### src/rtl/mips_pkg.sv
// Shared types and constants for the data-memory bridge and its lane aligner.
package mips_pkg;

    localparam int N_DEF = 64;
    localparam int LANES = N_DEF / 8;

    typedef enum logic [1:0] {SZ_B, SZ_H, SZ_W, SZ_D} size_t;

    typedef enum logic [1:0] {ST_IDLE, ST_BUSY, ST_DONE} state_t;

    // Address bits below the access size, i.e. the bits an aligned access keeps at zero.
    function automatic logic [2:0] size_lowmask(input size_t sz);
        case (sz)
            SZ_B:    return 3'b000;
            SZ_H:    return 3'b001;
            SZ_W:    return 3'b011;
            default: return 3'b111;
        endcase
    endfunction

endpackage

### src/rtl/lane_align.sv
// Combinational byte-lane logic: byte enables, store lane shift, load extract and extend.
module lane_align
    import mips_pkg::*;
#(
    parameter int N = 64,
    localparam int L = N / 8,
    localparam int OW = $clog2(L)
) (
    input  logic [1:0]    size,
    input  logic          uns,
    input  logic [OW-1:0] off,
    input  logic [N-1:0]  wdata_in,
    input  logic [N-1:0]  rdata_in,
    output logic [L-1:0]  be,
    output logic [N-1:0]  wdata_out,
    output logic [N-1:0]  rdata_out
);

    size_t         sz;
    logic [OW-1:0] aoff;
    logic [L-1:0]  base;
    logic [N-1:0]  shifted;
    logic          s;

    always_comb begin
        sz   = size_t'(size);
        // Offset bits below the access size are dropped, so a sloppy address silently aligns.
        aoff = off & ~OW'(size_lowmask(sz));
        base = L'(1);
        s    = 1'b0;
        case (sz)
            SZ_B:    base = L'(1);
            SZ_H:    base = L'(3);
            SZ_W:    base = L'(15);
            default: base = L'(255);
        endcase
        be        = base << aoff;
        wdata_out = wdata_in << {aoff, 3'b000};
        shifted   = rdata_in >> {aoff, 3'b000};
        rdata_out = shifted;
        case (sz)
            SZ_B: begin
                s         = ~uns & shifted[7];
                rdata_out = {{(N-8){s}}, shifted[7:0]};
            end
            SZ_H: begin
                s         = ~uns & shifted[15];
                rdata_out = {{(N-16){s}}, shifted[15:0]};
            end
            SZ_W: begin
                s         = ~uns & shifted[31];
                rdata_out = {{(N-32){s}}, shifted[31:0]};
            end
            default: rdata_out = shifted;
        endcase
    end

endmodule

### src/rtl/dmem_bridge.sv
// M-stage load/store bridge to a doubleword data-memory bus with req/ack handshake.
// Define MISALIGN_CHK_EN to trap misaligned accesses instead of silently aligning them.
module dmem_bridge
    import mips_pkg::*;
#(
    parameter int N = 64,
    parameter int A = 32
) (
    input  logic           clk,
    input  logic           reset,
    input  logic           memreadM,
    input  logic           memwriteM,
    input  logic [1:0]     sizeM,
    input  logic           unsignedM,
    input  logic [N-1:0]   dataadr,
    input  logic [N-1:0]   writedata,
    output logic [N-1:0]   readdata,
    output logic           memstall,
    output logic           bus_req,
    output logic           bus_we,
    output logic [A-1:0]   bus_addr,
    output logic [N/8-1:0] bus_be,
    output logic [N-1:0]   bus_wdata,
    input  logic           bus_ack,
`ifdef MISALIGN_CHK_EN
    output logic           misalign,
`endif
    input  logic [N-1:0]   bus_rdata
);

    localparam int L  = N / 8;
    localparam int OW = $clog2(L);

    state_t        state_q, state_d;
    logic [A-1:0]  addr_q, addr_d;
    logic          we_q, we_d;
    logic [L-1:0]  be_q, be_d;
    logic [N-1:0]  wdata_q, wdata_d;
    logic [N-1:0]  rdata_q, rdata_d;
    logic [1:0]    size_q, size_d;
    logic          uns_q, uns_d;
    logic [OW-1:0] off_q, off_d;

    logic          access, misal, misalign_c;
    logic          idle;
    logic [1:0]    la_size;
    logic          la_uns;
    logic [OW-1:0] la_off;
    logic [L-1:0]  la_be;
    logic [N-1:0]  la_wdata, la_rdata;
    logic          unused_hi;

    assign unused_hi = ^dataadr[N-1:A];

    // In IDLE the aligner works on the incoming request; afterwards on the latched one.
    assign idle    = (state_q == ST_IDLE);
    assign la_size = idle ? sizeM : size_q;
    assign la_uns  = idle ? unsignedM : uns_q;
    assign la_off  = idle ? dataadr[OW-1:0] : off_q;

    lane_align #(.N(N)) u_lane_align (
        .size      (la_size),
        .uns       (la_uns),
        .off       (la_off),
        .wdata_in  (writedata),
        .rdata_in  (bus_rdata),
        .be        (la_be),
        .wdata_out (la_wdata),
        .rdata_out (la_rdata)
    );

    always_comb begin
        state_d    = state_q;
        addr_d     = addr_q;
        we_d       = we_q;
        be_d       = be_q;
        wdata_d    = wdata_q;
        rdata_d    = rdata_q;
        size_d     = size_q;
        uns_d      = uns_q;
        off_d      = off_q;
        memstall   = 1'b0;
        misalign_c = 1'b0;
        access     = memreadM | memwriteM;
`ifdef MISALIGN_CHK_EN
        misal = |(dataadr[2:0] & size_lowmask(size_t'(sizeM)));
`else
        misal = 1'b0;
`endif
        case (state_q)
            ST_IDLE: begin
                if (access) begin
                    if (misal) begin
                        misalign_c = 1'b1;
                        rdata_d    = '0;
                    end else begin
                        memstall = 1'b1;
                        addr_d   = {dataadr[A-1:OW], {OW{1'b0}}};
                        we_d     = memwriteM;
                        be_d     = la_be;
                        wdata_d  = la_wdata;
                        size_d   = sizeM;
                        uns_d    = unsignedM;
                        off_d    = dataadr[OW-1:0];
                        state_d  = ST_BUSY;
                    end
                end
            end
            ST_BUSY: begin
                memstall = 1'b1;
                if (bus_ack) begin
                    if (!we_q) rdata_d = la_rdata;
                    state_d = ST_DONE;
                end
            end
            default: state_d = ST_IDLE;
        endcase
    end

    always_ff @(posedge clk or negedge reset) begin
        if (!reset) begin
            state_q <= ST_IDLE;
            addr_q  <= '0;
            we_q    <= 1'b0;
            be_q    <= '0;
            wdata_q <= '0;
            rdata_q <= '0;
            size_q  <= '0;
            uns_q   <= 1'b0;
            off_q   <= '0;
        end else begin
            state_q <= state_d;
            addr_q  <= addr_d;
            we_q    <= we_d;
            be_q    <= be_d;
            wdata_q <= wdata_d;
            rdata_q <= rdata_d;
            size_q  <= size_d;
            uns_q   <= uns_d;
            off_q   <= off_d;
        end
    end

    // Request is a pure decode of state so an async reset withdraws it immediately.
    assign bus_req   = (state_q == ST_BUSY);
    assign bus_we    = we_q;
    assign bus_addr  = addr_q;
    assign bus_be    = be_q;
    assign bus_wdata = wdata_q;
    assign readdata  = rdata_q;

`ifdef MISALIGN_CHK_EN
    assign misalign = misalign_c;
`else
    logic unused_misalign;
    assign unused_misalign = misalign_c;
`endif

endmodule

### config.mk
export PLATFORM = sky130hd
export DESIGN_NAME = dmem_bridge
export DESIGN_NICKNAME = d
export VERILOG_FILES = /design/src/rtl/mips_pkg.sv /design/src/rtl/lane_align.sv /design/src/rtl/dmem_bridge.sv
export SDC_FILE = /design/constraint.sdc
export NUM_CORES = 1
export LEC_CHECK = 0
export BUFFER_PORTS_ARGS = -buffer_cell sky130_fd_sc_hd__buf_2
export CORE_UTILIZATION = 40
export CTS_BUF_LIST = sky130_fd_sc_hd__clkbuf_8
export CTS_CLUSTER_SIZE = 12
export DETAILED_ROUTE_END_ITERATION = 8
export PLACE_DENSITY_LB_ADDON = 0.1
export SLEW_MARGIN = 20
export SYNTH_ARGS = -nofsm -noshare
export SYNTH_HDL_FRONTEND = slang
export SYNTH_SLANG_ARGS = --single-unit
### constraint.sdc
create_clock -name clk -period 3.7 [get_ports clk]
set_input_delay 0.185 -clock clk [delete_from_list [all_inputs] [get_ports clk]]
set_output_delay 0.185 -clock clk [all_outputs]
set_load 0.01 [all_outputs]
==> results.json, run 1 <==
{
  "yosysTopAreaCell": "dfrtp_1",
  "skew_ns": 0.0234,
  "fin_ws_ns": 0.708,
  "insertion_delay_ns": 0.47,
  "dp_slack_ns": 0.763,
  "final_hold_viol_count": 0,
  "path_max_fanout": 26,
  "ir_worst_vdd_mv": 0.447,
  "nFillCells": 2225,
  "post_drt_wl_per_cell_um": 21.1,
  "worstPathRequired_ns": 4.06,
  "dr_total_vias": 9225,
  "drive_above_1_share_pct": 35.5,
  "ys_types": 51,
  "rr_worst_depth": 8,
  "syn_to_final_growth_pct": 29.3,
  "rsz0062_at_grt": "false",
  "report.final.slew_viol_count": 0,
  "root_buffer": "clkbuf_8",
  "yosysMostFrequentCell": "nand2_1",
  "overflow": 0,
  "r2r_slack_ns": 0.71,
  "p_leak_nw": 6.13,
  "final_nets": 1555,
  "grt.total_usage_pct": 28.7,
  "seq_power_share_pct": 31.0,
  "first_pass_iters": 6,
  "core_area_um2": 23800,
  "tightest_slew_ns": 0.927,
  "io_buffers": 335,
  "antenna_found_initial": 6,
  "min_path_type": "primary input to flip-flop",
  "drc_errors": 0,
  "drt-initial-drc-count": 906,
  "synthTopCellsByCount": "188 x nand2_1, 174 x dfrtp_1, 99 x mux2i_1",
  "cp-endpoint": "readdata[9]$_DFFE_PN0P_",
  "clk_pin_slew_ns": 0.11,
  "critPathLaunch": "state_q[1]$_DFFE_PN0P_",
  "internal_power_mw": 5.79,
  "synth-edff-count": 0,
  "ys_warn_count": 0,
  "cts.sinks": 174,
  "gp_routability_congestion": 0.902,
  "finalSetupViolations": 0,
  "syn_area_per_cell_um2": 9.72,
  "synth_area_um2": 9810,
  "clock_power_share_pct": 13.3,
  "grt_max_degree": 84,
  "ant_nets": 0,
  "htree_levels": 4,
  "start_kind": "flip-flop",
  "cp.arrival_ns": 3.35,
  "fin_crit_ns": 2.99,
  "async_reset_ff_share_pct": 100,
  "min_path_cells": 2,
  "synth-seq-cells": 174,
  "max_freq_mhz": 334,
  "synth_flop_cell": "dfrtp_1",
  "hold_buffers": 49,
  "post_cts_resized": 0,
  "wirelength_um": 35800,
  "relSlewSlack_pct": 37.9,
  "switching_share_pct": 46.5,
  "end_kind": "flip-flop",
  "syn_inst": 1010,
  "timing.rr.end": "readdata[9]$_DFFE_PN0P_",
  "post-cts-setup-buffer-count": 0,
  "yosysTopAreaCellShare_pct": 44.4,
  "crit_type": "flip-flop to flip-flop",
  "grt_pass1_wl_um": 53500,
  "synth_area_leaders": "dfrtp_1 44%, mux2i_1 10%, nand2_1 7.2%",
  "placementRows": 56,
  "start_util_pct": 41.3,
  "tns_ns": 0,
  "die_area_um2": 25200,
  "clk_path_buf_depth": 2,
  "die_width_um": 159,
  "worst_hold_slack_ns": 0.0366,
  "post-dp-hpwl_um": 25400,
  "synth_seq_area_share_pct": 44.4,
  "p_per_area_nw_per_um2": 853,
  "period_share_pct": 80.9,
  "cts_made_buffers": 17,
  "cts_tree": "done",
  "p_comb_share_pct": 55.7,
  "switching_power_mw": 5.03,
  "status": "finished, final reports clean",
  "finalInstanceArea_um2": 12700,
  "r2r-start": "state_q[1]$_DFFE_PN0P_",
  "drt-vias-per-instance": 5.45,
  "drv_cap": 0,
  "fp.dieH_um": 159,
  "post_dp_cell_area_um2": 11800,
  "ios": 371,
  "grt_pass1_vias": 8880
}
-- cell families after synthesis --
logic type,synth area share [%]
DFF,44.4
and+or+nand+nor,13.2
AOI/OAI and AO/OA,17.1
muxes,20.5
other,0.0382
buffers and inverters,4.84
-- state kept, by name, indices dropped and copies added (netlist names) --
register	cells
uns_q	1
readdata	64
off_q	3
state_q	2
bus_be	8
size_q	2
bus_we	1
bus_wdata	64
bus_addr	29
-- power by group through the flow --
| stage | Combinational [mW] | Clock, mW | Sequential (mW) |
|---|---|---|---|
| 3_5_place_dp | 5.95 | 0 | 3.38 |
| 4_1_cts | 6.01 | 1.48 | 3.35 |
| 5_1_grt | 6.56 | 1.55 | 3.46 |
| 3_3_place_gp | 5.92 | 0 | 3.36 |
| 6_report | 6.02 | 1.44 | 3.35 |
| 2_1_floorplan | 3.33 | 0 | 3.74 |
-- final cells by class --
type | instances | area, um2 | share of cell area [%]
Multi-Input combinational cell | 746 | 5030 | 39.6
Sequential cell | 174 | 4350 | 34.3
Timing Repair Buffer | 413 | 2470 | 19.4
Tap cell | 319 | 399 | 3.14
Clock buffer | 17 | 234 | 1.84
Clock inverter | 15 | 185 | 1.46
Antenna cell | 5 | 12.5 | 0.0986
Inverter | 3 | 11.3 | 0.0887
-- stage by stage --
step / total power, mW / cells / util, %
2_1_floorplan: 7.06 / 1012 / -
3_3_place_gp: 9.28 / 1606 / 49.6
3_5_place_dp: 9.33 / 1606 / 49.6
4_1_cts: 10.8 / 1687 / 53.4
5_1_grt: 11.6 / 1692 / 53.4
6_report: 10.8 / 1692 / 53.4
-- how the worst min path moves through the flow --
stage / startpoint / slack, ns / end
finish: writedata[7] / 0.04 / bus_wdata[7]$_DFFE_PN0P_
CTS: bus_rdata[56] / 0.009 / readdata[56]$_DFFE_PN0P_
floorplan: reset / -0.11 / bus_addr[10]$_DFFE_PN0P_
global route: bus_rdata[56] / 0.02 / readdata[56]$_DFFE_PN0P_
global placement: reset / 0.20 / bus_be[0]$_DFFE_PN0P_
detailed placement: reset / 0.20 / bus_be[0]$_DFFE_PN0P_
-- worst max-delay path: stages, from the launching register on --
cell and delay, ns:
dfrtp_1 0.50, nor4b_1 0.65, a21o_2 0.34, buf_4 0.38
mux2i_1 0.23, o2bb2ai_1 0.17, a21oi_1 0.28, nor2_1 0.08
a211o_1 0.23
-- routing by layer --
metal  share of wire [%]  vias to the layer above  wire, um  GRT usage (%)
li1                    -                     4350         -              -
met1                  47                     4414     16800           42.7
met2                  42                      410     15100           40.1
met3                 8.4                       49      3010           6.97
met4                 2.3                        2       837           9.62
met5               0.028                        -        10              0
-- layout by cell type (no fill, tap or decap), drive strengths merged, types with 8 or more instances in the layout --
cell           n
a21oi         28
a22o          25
a2bb2oi        8
a31oi         49
a32oi         13
buf          364
clkbuf        17
dfrtp        174
dlygate4sd3   49
inv           11
mux2          56
mux2i        100
mux4          16
nand2        189
nand3         27
nor2          93
o211ai        15
o21ai         71
o2bb2ai        8
Note: power is estimated with default switching activity, not from simulation.
==> run 2: changes to the inputs <==
- clock period: 3.7 -> 2.95 ns (I/O delays scaled with it)
==> run 2 against run 1 <==
Compared with the run above: flip-flop and latch count stayed put; combinational power is 29% higher; sequential power is 26% higher; routed wire length is 0.56% lower; register-to-register slack worse by 0.55 ns; largest cell class unchanged; via count is 2.0% higher; critical path depth stayed put; worst setup slack worse by 0.55 ns.
==> results.json, run 2 (same netlist as run 1, synthesis figures left out) <==
{
  "grt_pass1_wl_um": 52900,
  "start_util_pct": 41.3,
  "drt-vias-per-instance": 5.49,
  "post_drt_wl_per_cell_um": 20.7,
  "max_freq_mhz": 358,
  "dp_slack_ns": 0.146,
  "post-dp-hpwl_um": 26000,
  "power.total_mw": 13.8,
  "grt_max_degree": 62,
  "grt_pass1_vias": 8946,
  "cts.sinks": 174,
  "drt-initial-drc-count": 827,
  "post-cts-setup-buffer-count": 0,
  "fin_crit_ns": 2.79,
  "report.final.slew_viol_count": 0,
  "dr_total_vias": 9414,
  "path_max_fanout": 34,
  "rsz0062_at_grt": "false",
  "layout_common_cells": "334 x buf_2, 188 x nand2_1, 174 x dfrtp_1, 98 x mux2i_1, 90 x nor2_1",
  "end_kind": "flip-flop",
  "finalSetupViolations": 0,
  "p_leak_nw": 6.26,
  "io_buffers": 335,
  "placementRows": 56,
  "worstPathRequired_ns": 3.27,
  "tns_ns": 0,
  "ir_worst_vdd_mv": 0.446,
  "status": "finished, final reports clean",
  "cts_tree": "done",
  "final_hold_viol_count": 0,
  "first_pass_iters": 5,
  "grt-busiest-layer": "met1",
  "ant_nets": 0,
  "met2_usage_pct": 40.0,
  "drv_cap": 0,
  "die_area_um2": 25200,
  "start_kind": "flip-flop",
  "r2r_slack_ns": 0.16,
  "drive_above_1_share_pct": 36.2,
  "cts_made_buffers": 17,
  "use_met1_pct": 42.6,
  "timing.rr.end": "readdata[34]$_DFFE_PN0P_",
  "p_comb_share_pct": 56.3,
  "crit_type": "flip-flop to flip-flop",
  "clk_pin_slew_ns": 0.11,
  "switching_power_mw": 6.29,
  "die_width_um": 159,
  "min_path_type": "primary input to flip-flop",
  "syn_to_final_growth_pct": 32.0,
  "hold_start": "writedata[15]",
  "relSlewSlack_pct": 55.6,
  "period_share_pct": 94.7,
  "antenna_found_initial": 7,
  "cp.arrival_ns": 3.12,
  "skew_ns": 0.0162,
  "fin_ws_ns": 0.155,
  "tightest_slew_ns": 0.666,
  "drc_errors": 0,
  "switching_share_pct": 45.6,
  "final_util_pct": 54.5,
  "grtUsageMet3_pct": 6.12,
  "min_path_cells": 3,
  "fp.dieH_um": 159,
  "final_nets": 1578,
  "overflow": 0,
  "clk_path_buf_depth": 2,
  "gp_routability_congestion": 0.909,
  "insertion_delay_ns": 0.48,
  "root_buffer": "clkbuf_8",
  "p_per_area_nw_per_um2": 1070,
  "htree_levels": 4,
  "clock_power_share_pct": 13.2,
  "wirelength_um": 35600,
  "whs_endpoint": "bus_wdata[15]$_DFFE_PN0P_",
  "mostFrequentLayoutCell": "buf_2",
  "internal_power_mw": 7.50,
  "ios": 371,
  "nFillCells": 2181,
  "grt.total_usage_pct": 28.2,
  "core_area_um2": 23800,
  "rr_worst_depth": 8,
  "seq_power_share_pct": 30.5,
  "r2r-start": "state_q[1]$_DFFE_PN0P_"
}
-- run 2: how the worst max path moves through the flow --
stage                            from                   endpoint  slack, ns  cells after the start
6_report       state_q[1]$_DFFE_PN0P_   readdata[34]$_DFFE_PN0P_       0.16                      8
5_1_grt        state_q[1]$_DFFE_PN0P_   readdata[44]$_DFFE_PN0P_      0.006                      9
4_1_cts        state_q[1]$_DFFE_PN0P_  bus_wdata[63]$_DFFE_PN0P_       0.11                      9
3_5_place_dp   state_q[1]$_DFFE_PN0P_  bus_wdata[63]$_DFFE_PN0P_       0.15                      9
3_3_place_gp   state_q[1]$_DFFE_PN0P_  bus_wdata[63]$_DFFE_PN0P_       0.18                      9
2_1_floorplan  state_q[1]$_DFFE_PN0P_    readdata[3]$_DFFE_PN0P_       0.38                      9
-- run 2: power groups by stage --
stage	Clock [mW]	Sequential (mW)	Combinational, mW
floorplan	0	4.69	4.17
global placement	0	4.22	7.59
detailed placement	0	4.24	7.63
CTS	1.87	4.20	7.72
global route	1.94	4.35	8.42
finish	1.82	4.21	7.77
-- run 2: what timing repair did --
action,in CTS,in global routing
hold buffers,55,0
gates resized for setup,0,5
hold endpoints to repair,107,0
endpoints found under the setup margin,0,27
-- run 2: area by class of cell --
class	count	area, um2	share of cell area, %
clock buffer	17	234	1.81
sequential	174	4350	33.6
antenna	6	15.0	0.116
multi-input combinational	746	5050	39.0
timing repair buffer	436	2700	20.8
tap	319	399	3.08
clock inverter	15	195	1.51
inverter	3	11.3	0.0869
-- run 2: per-layer routing --
layer / routed length (um) / up-vias
met5: 0 / -
met4: 584 / 0
met3: 2670 / 35
met2: 15200 / 405
met1: 17100 / 4586
li1: - / 4388
-- run 2: metrics by stage --
step / area, um2 / hold WS [ns] / cells
after floorplan: 9820 / -0.148 / 1012
after global placement: 11900 / 0.157 / 1623
after detailed placement: 11900 / 0.160 / 1623
after CTS: 12900 / 0.0489 / 1710
after global routing: 13000 / 0.0835 / 1716
final: 13000 / 0.0791 / 1716
-- run 2: critical path, cell delays in order (launching register included) --
cell and delay [ns]:
dfrtp_1 0.50, or4_1 0.56, o31a_1 0.18, nor2_4 0.24, buf_12 0.24, mux2_2 0.43, mux2_2 0.32, nand2_1 0.07
a31oi_1 0.08
==> run 3: changes to the inputs <==
- ABC_AREA: unset -> 1
- PLACE_DENSITY: unset -> 0.75
- PLACE_DENSITY_LB_ADDON: 0.1 -> unset
==> run 3 against run 2 <==
Compared with the run above: combinational power increased by 29%; utilization shrank 2.0 points; sequential share of layout area is 0.18 points higher; total power up 16%; clock skew increased by 0.0053 ns; register-to-register slack better by 0.13 ns; first-iteration DRC count is 26% higher; design area decreased by 0.54%.
==> results.json, run 3 <==
{
  "status": "finished, final reports clean",
  "post_drt_wl_per_cell_um": 18.3,
  "synth-seq-cells": 174,
  "die_width_um": 161,
  "report.final.slew_viol_count": 0,
  "max_freq_mhz": 375,
  "finalSetupViolations": 0,
  "wirelength_um": 38300,
  "synthTopCellsByCount": "498 x nand2_1, 174 x dfrtp_1, 161 x nor2_1",
  "insertion_delay_ns": 0.48,
  "seq_power_share_pct": 26.4,
  "die_area_um2": 25900,
  "yosysMostFrequentCell": "nand2_1",
  "grt.total_usage_pct": 29.6,
  "first_pass_iters": 5,
  "io_buffers": 335,
  "mostFrequentLayoutCell": "nand2_1",
  "grt_pass1_wl_um": 59600,
  "r2r_slack_ns": 0.29,
  "grt_pass1_vias": 10800,
  "tightest_slew_ns": 0.684,
  "cp.arrival_ns": 3.03,
  "internal_power_mw": 7.63,
  "ant_nets": 0,
  "synth_flop_cell": "dfrtp_1",
  "synth-edff-count": 0,
  "syn_to_final_growth_pct": 27.3,
  "yosysTopAreaCell": "dfrtp_1",
  "final_nets": 1951,
  "synth_seq_area_share_pct": 43.0,
  "worstPathRequired_ns": 3.32,
  "clk_pin_slew_ns": 0.11,
  "r2r-start": "state_q[1]$_DFFE_PN0P_",
  "rsz0062_at_grt": "false",
  "switching_power_mw": 8.35,
  "start_kind": "flip-flop",
  "min_path_type": "primary input to flip-flop",
  "overflow": 0,
  "antenna_found_initial": 4,
  "skew_ns": 0.0215,
  "synth_area_um2": 10100,
  "gp_routability_congestion": 0.976,
  "drt-initial-drc-count": 1043,
  "grt_max_degree": 104,
  "htree_levels": 4,
  "seq_area_um2": 4350,
  "crit_type": "flip-flop to flip-flop",
  "cp-endpoint": "readdata[56]$_DFFE_PN0P_",
  "yosysTopAreaCellShare_pct": 43.0,
  "fin_crit_ns": 2.66,
  "dr_total_vias": 11200,
  "ir_worst_vdd_mv": 0.562,
  "fp.dieH_um": 161,
  "drt-vias-per-instance": 5.34,
  "syn_inst": 1421,
  "async_reset_ff_share_pct": 100,
  "cts.sinks": 174,
  "tns_ns": 0,
  "placementRows": 57,
  "period_share_pct": 90.3,
  "p_comb_share_pct": 62.7,
  "end_kind": "flip-flop",
  "timing.rr.end": "readdata[56]$_DFFE_PN0P_",
  "synth_area_leaders": "dfrtp_1 43%, nand2_1 18%, nand3_1 6.2%",
  "drc_errors": 0,
  "rr_worst_depth": 11,
  "post-cts-setup-buffer-count": 0,
  "post-dp-hpwl_um": 27400,
  "relSlewSlack_pct": 54.3,
  "clock_power_share_pct": 11.0,
  "root_buffer": "clkbuf_8",
  "ys_types": 38,
  "drive_above_1_share_pct": 24.5,
  "switching_share_pct": 52.3,
  "syn_area_per_cell_um2": 7.12,
  "cts_tree": "done",
  "final_util_pct": 52.5,
  "multi_input_area_um2": 5000,
  "hold_start": "writedata[56]",
  "core_area_um2": 24500,
  "clk_path_buf_depth": 2,
  "ios": 371,
  "p_leak_nw": 6.78,
  "layout_common_cells": "498 x nand2_1, 334 x buf_2, 174 x dfrtp_1, 161 x nor2_1, 125 x nand3_1",
  "drv_cap": 0,
  "nFillCells": 2431,
  "critPathLaunch": "state_q[1]$_DFFE_PN0P_",
  "cts_made_buffers": 17,
  "ys_warn_count": 0,
  "p_per_area_nw_per_um2": 1240,
  "path_max_fanout": 31,
  "final_hold_viol_count": 0,
  "start_util_pct": 41.2
}
-- run 3: cell types whose count changed after synthesis, moves of 42 or more --
cell / delta
nand2_1: +310
nand3_1: +98
mux2i_1: -84
nor2_1: +70
inv_1: +62
mux2_2: -55
o21ai_0: +42
-- run 3: how the worst min path moves through the flow --
stage	end	slack, ns	depth (start not counted)
floorplan	bus_addr[10]$_DFFE_PN0P_	-0.15	0
global placement	readdata[1]$_DFFE_PN0P_	0.16	1
detailed placement	readdata[56]$_DFFE_PN0P_	0.17	1
CTS	bus_wdata[56]$_DFFE_PN0P_	0.02	5
global route	bus_wdata[60]$_DFFE_PN0P_	0.05	5
finish	bus_wdata[56]$_DFFE_PN0P_	0.05	5
-- run 3: power by group through the flow --
stage	registers, mW	logic (mW)	clock network [mW]
after floorplan	4.65	6.04	0
after global placement	4.21	9.69	0
after detailed placement	4.22	9.87	0
after CTS	4.20	9.93	1.79
after global routing	4.33	11.0	1.87
final	4.22	10.0	1.75
-- run 3: kinds of logic after synthesis --
kind of cell / count (synthesis) / synth area share (%)
muxes: 15 / 1.48
AOI/OAI and AO/OA: 240 / 14.1
and+or+nand+nor: 820 / 33.5
buffers and inverters: 171 / 7.83
other: 1 / 0.0371
DFF: 174 / 43.0
-- run 3: stage by stage --
stage	std cells	hold WS, ns	worst slack [ns]	power, mW	instance area (um2)
3_5_place_dp	2017	0.170	0.288	14.1	12100
5_1_grt	2092	0.0465	0.0250	17.2	12900
3_3_place_gp	2017	0.163	0.351	13.9	12100
2_1_floorplan	1423	-0.148	0.964	10.7	10100
4_1_cts	2088	0.0181	0.261	15.9	12900
6_report	2093	0.0491	0.286	16.0	12900
-- run 3: critical path, cell delays in order (launching register included) --
cell and delay, ns:
dfrtp_1 0.46, nor2_4 0.32, nand2_1 0.11, nand2_2 0.17
buf_4 0.29, nand4_1 0.16, nand3_1 0.12, nand3_1 0.11
nand3_2 0.16, nand3_4 0.33, nor2_1 0.26, nor2_1 0.06
-- run 3: cell type report --
| type | instances | area share (%) |
|---|---|---|
| multi-input combinational | 1078 | 38.8 |
| inverter | 69 | 2.01 |
| clock inverter | 14 | 1.17 |
| timing repair buffer | 411 | 19.0 |
| antenna | 5 | 0.0971 |
| sequential | 174 | 33.8 |
| clock buffer | 18 | 1.92 |
| tap | 324 | 3.15 |
-- run 3: routing by layer --
layer	track usage (%)	vias to the layer above	wire, um	part of all wire (%)
met1	36.2	5218	14900	39
met4	11.9	0	1360	3.5
met3	7.68	93	3490	9.1
li1	-	5300	-	-
met2	49.6	574	18500	48
met5	0	-	0	0
-- run 3: repair_timing --
item	CTS	global route
endpoints found under the setup margin	0	1
hold buffers	39	0
gates resized for setup	0	1
endpoints found under the hold margin	95	0
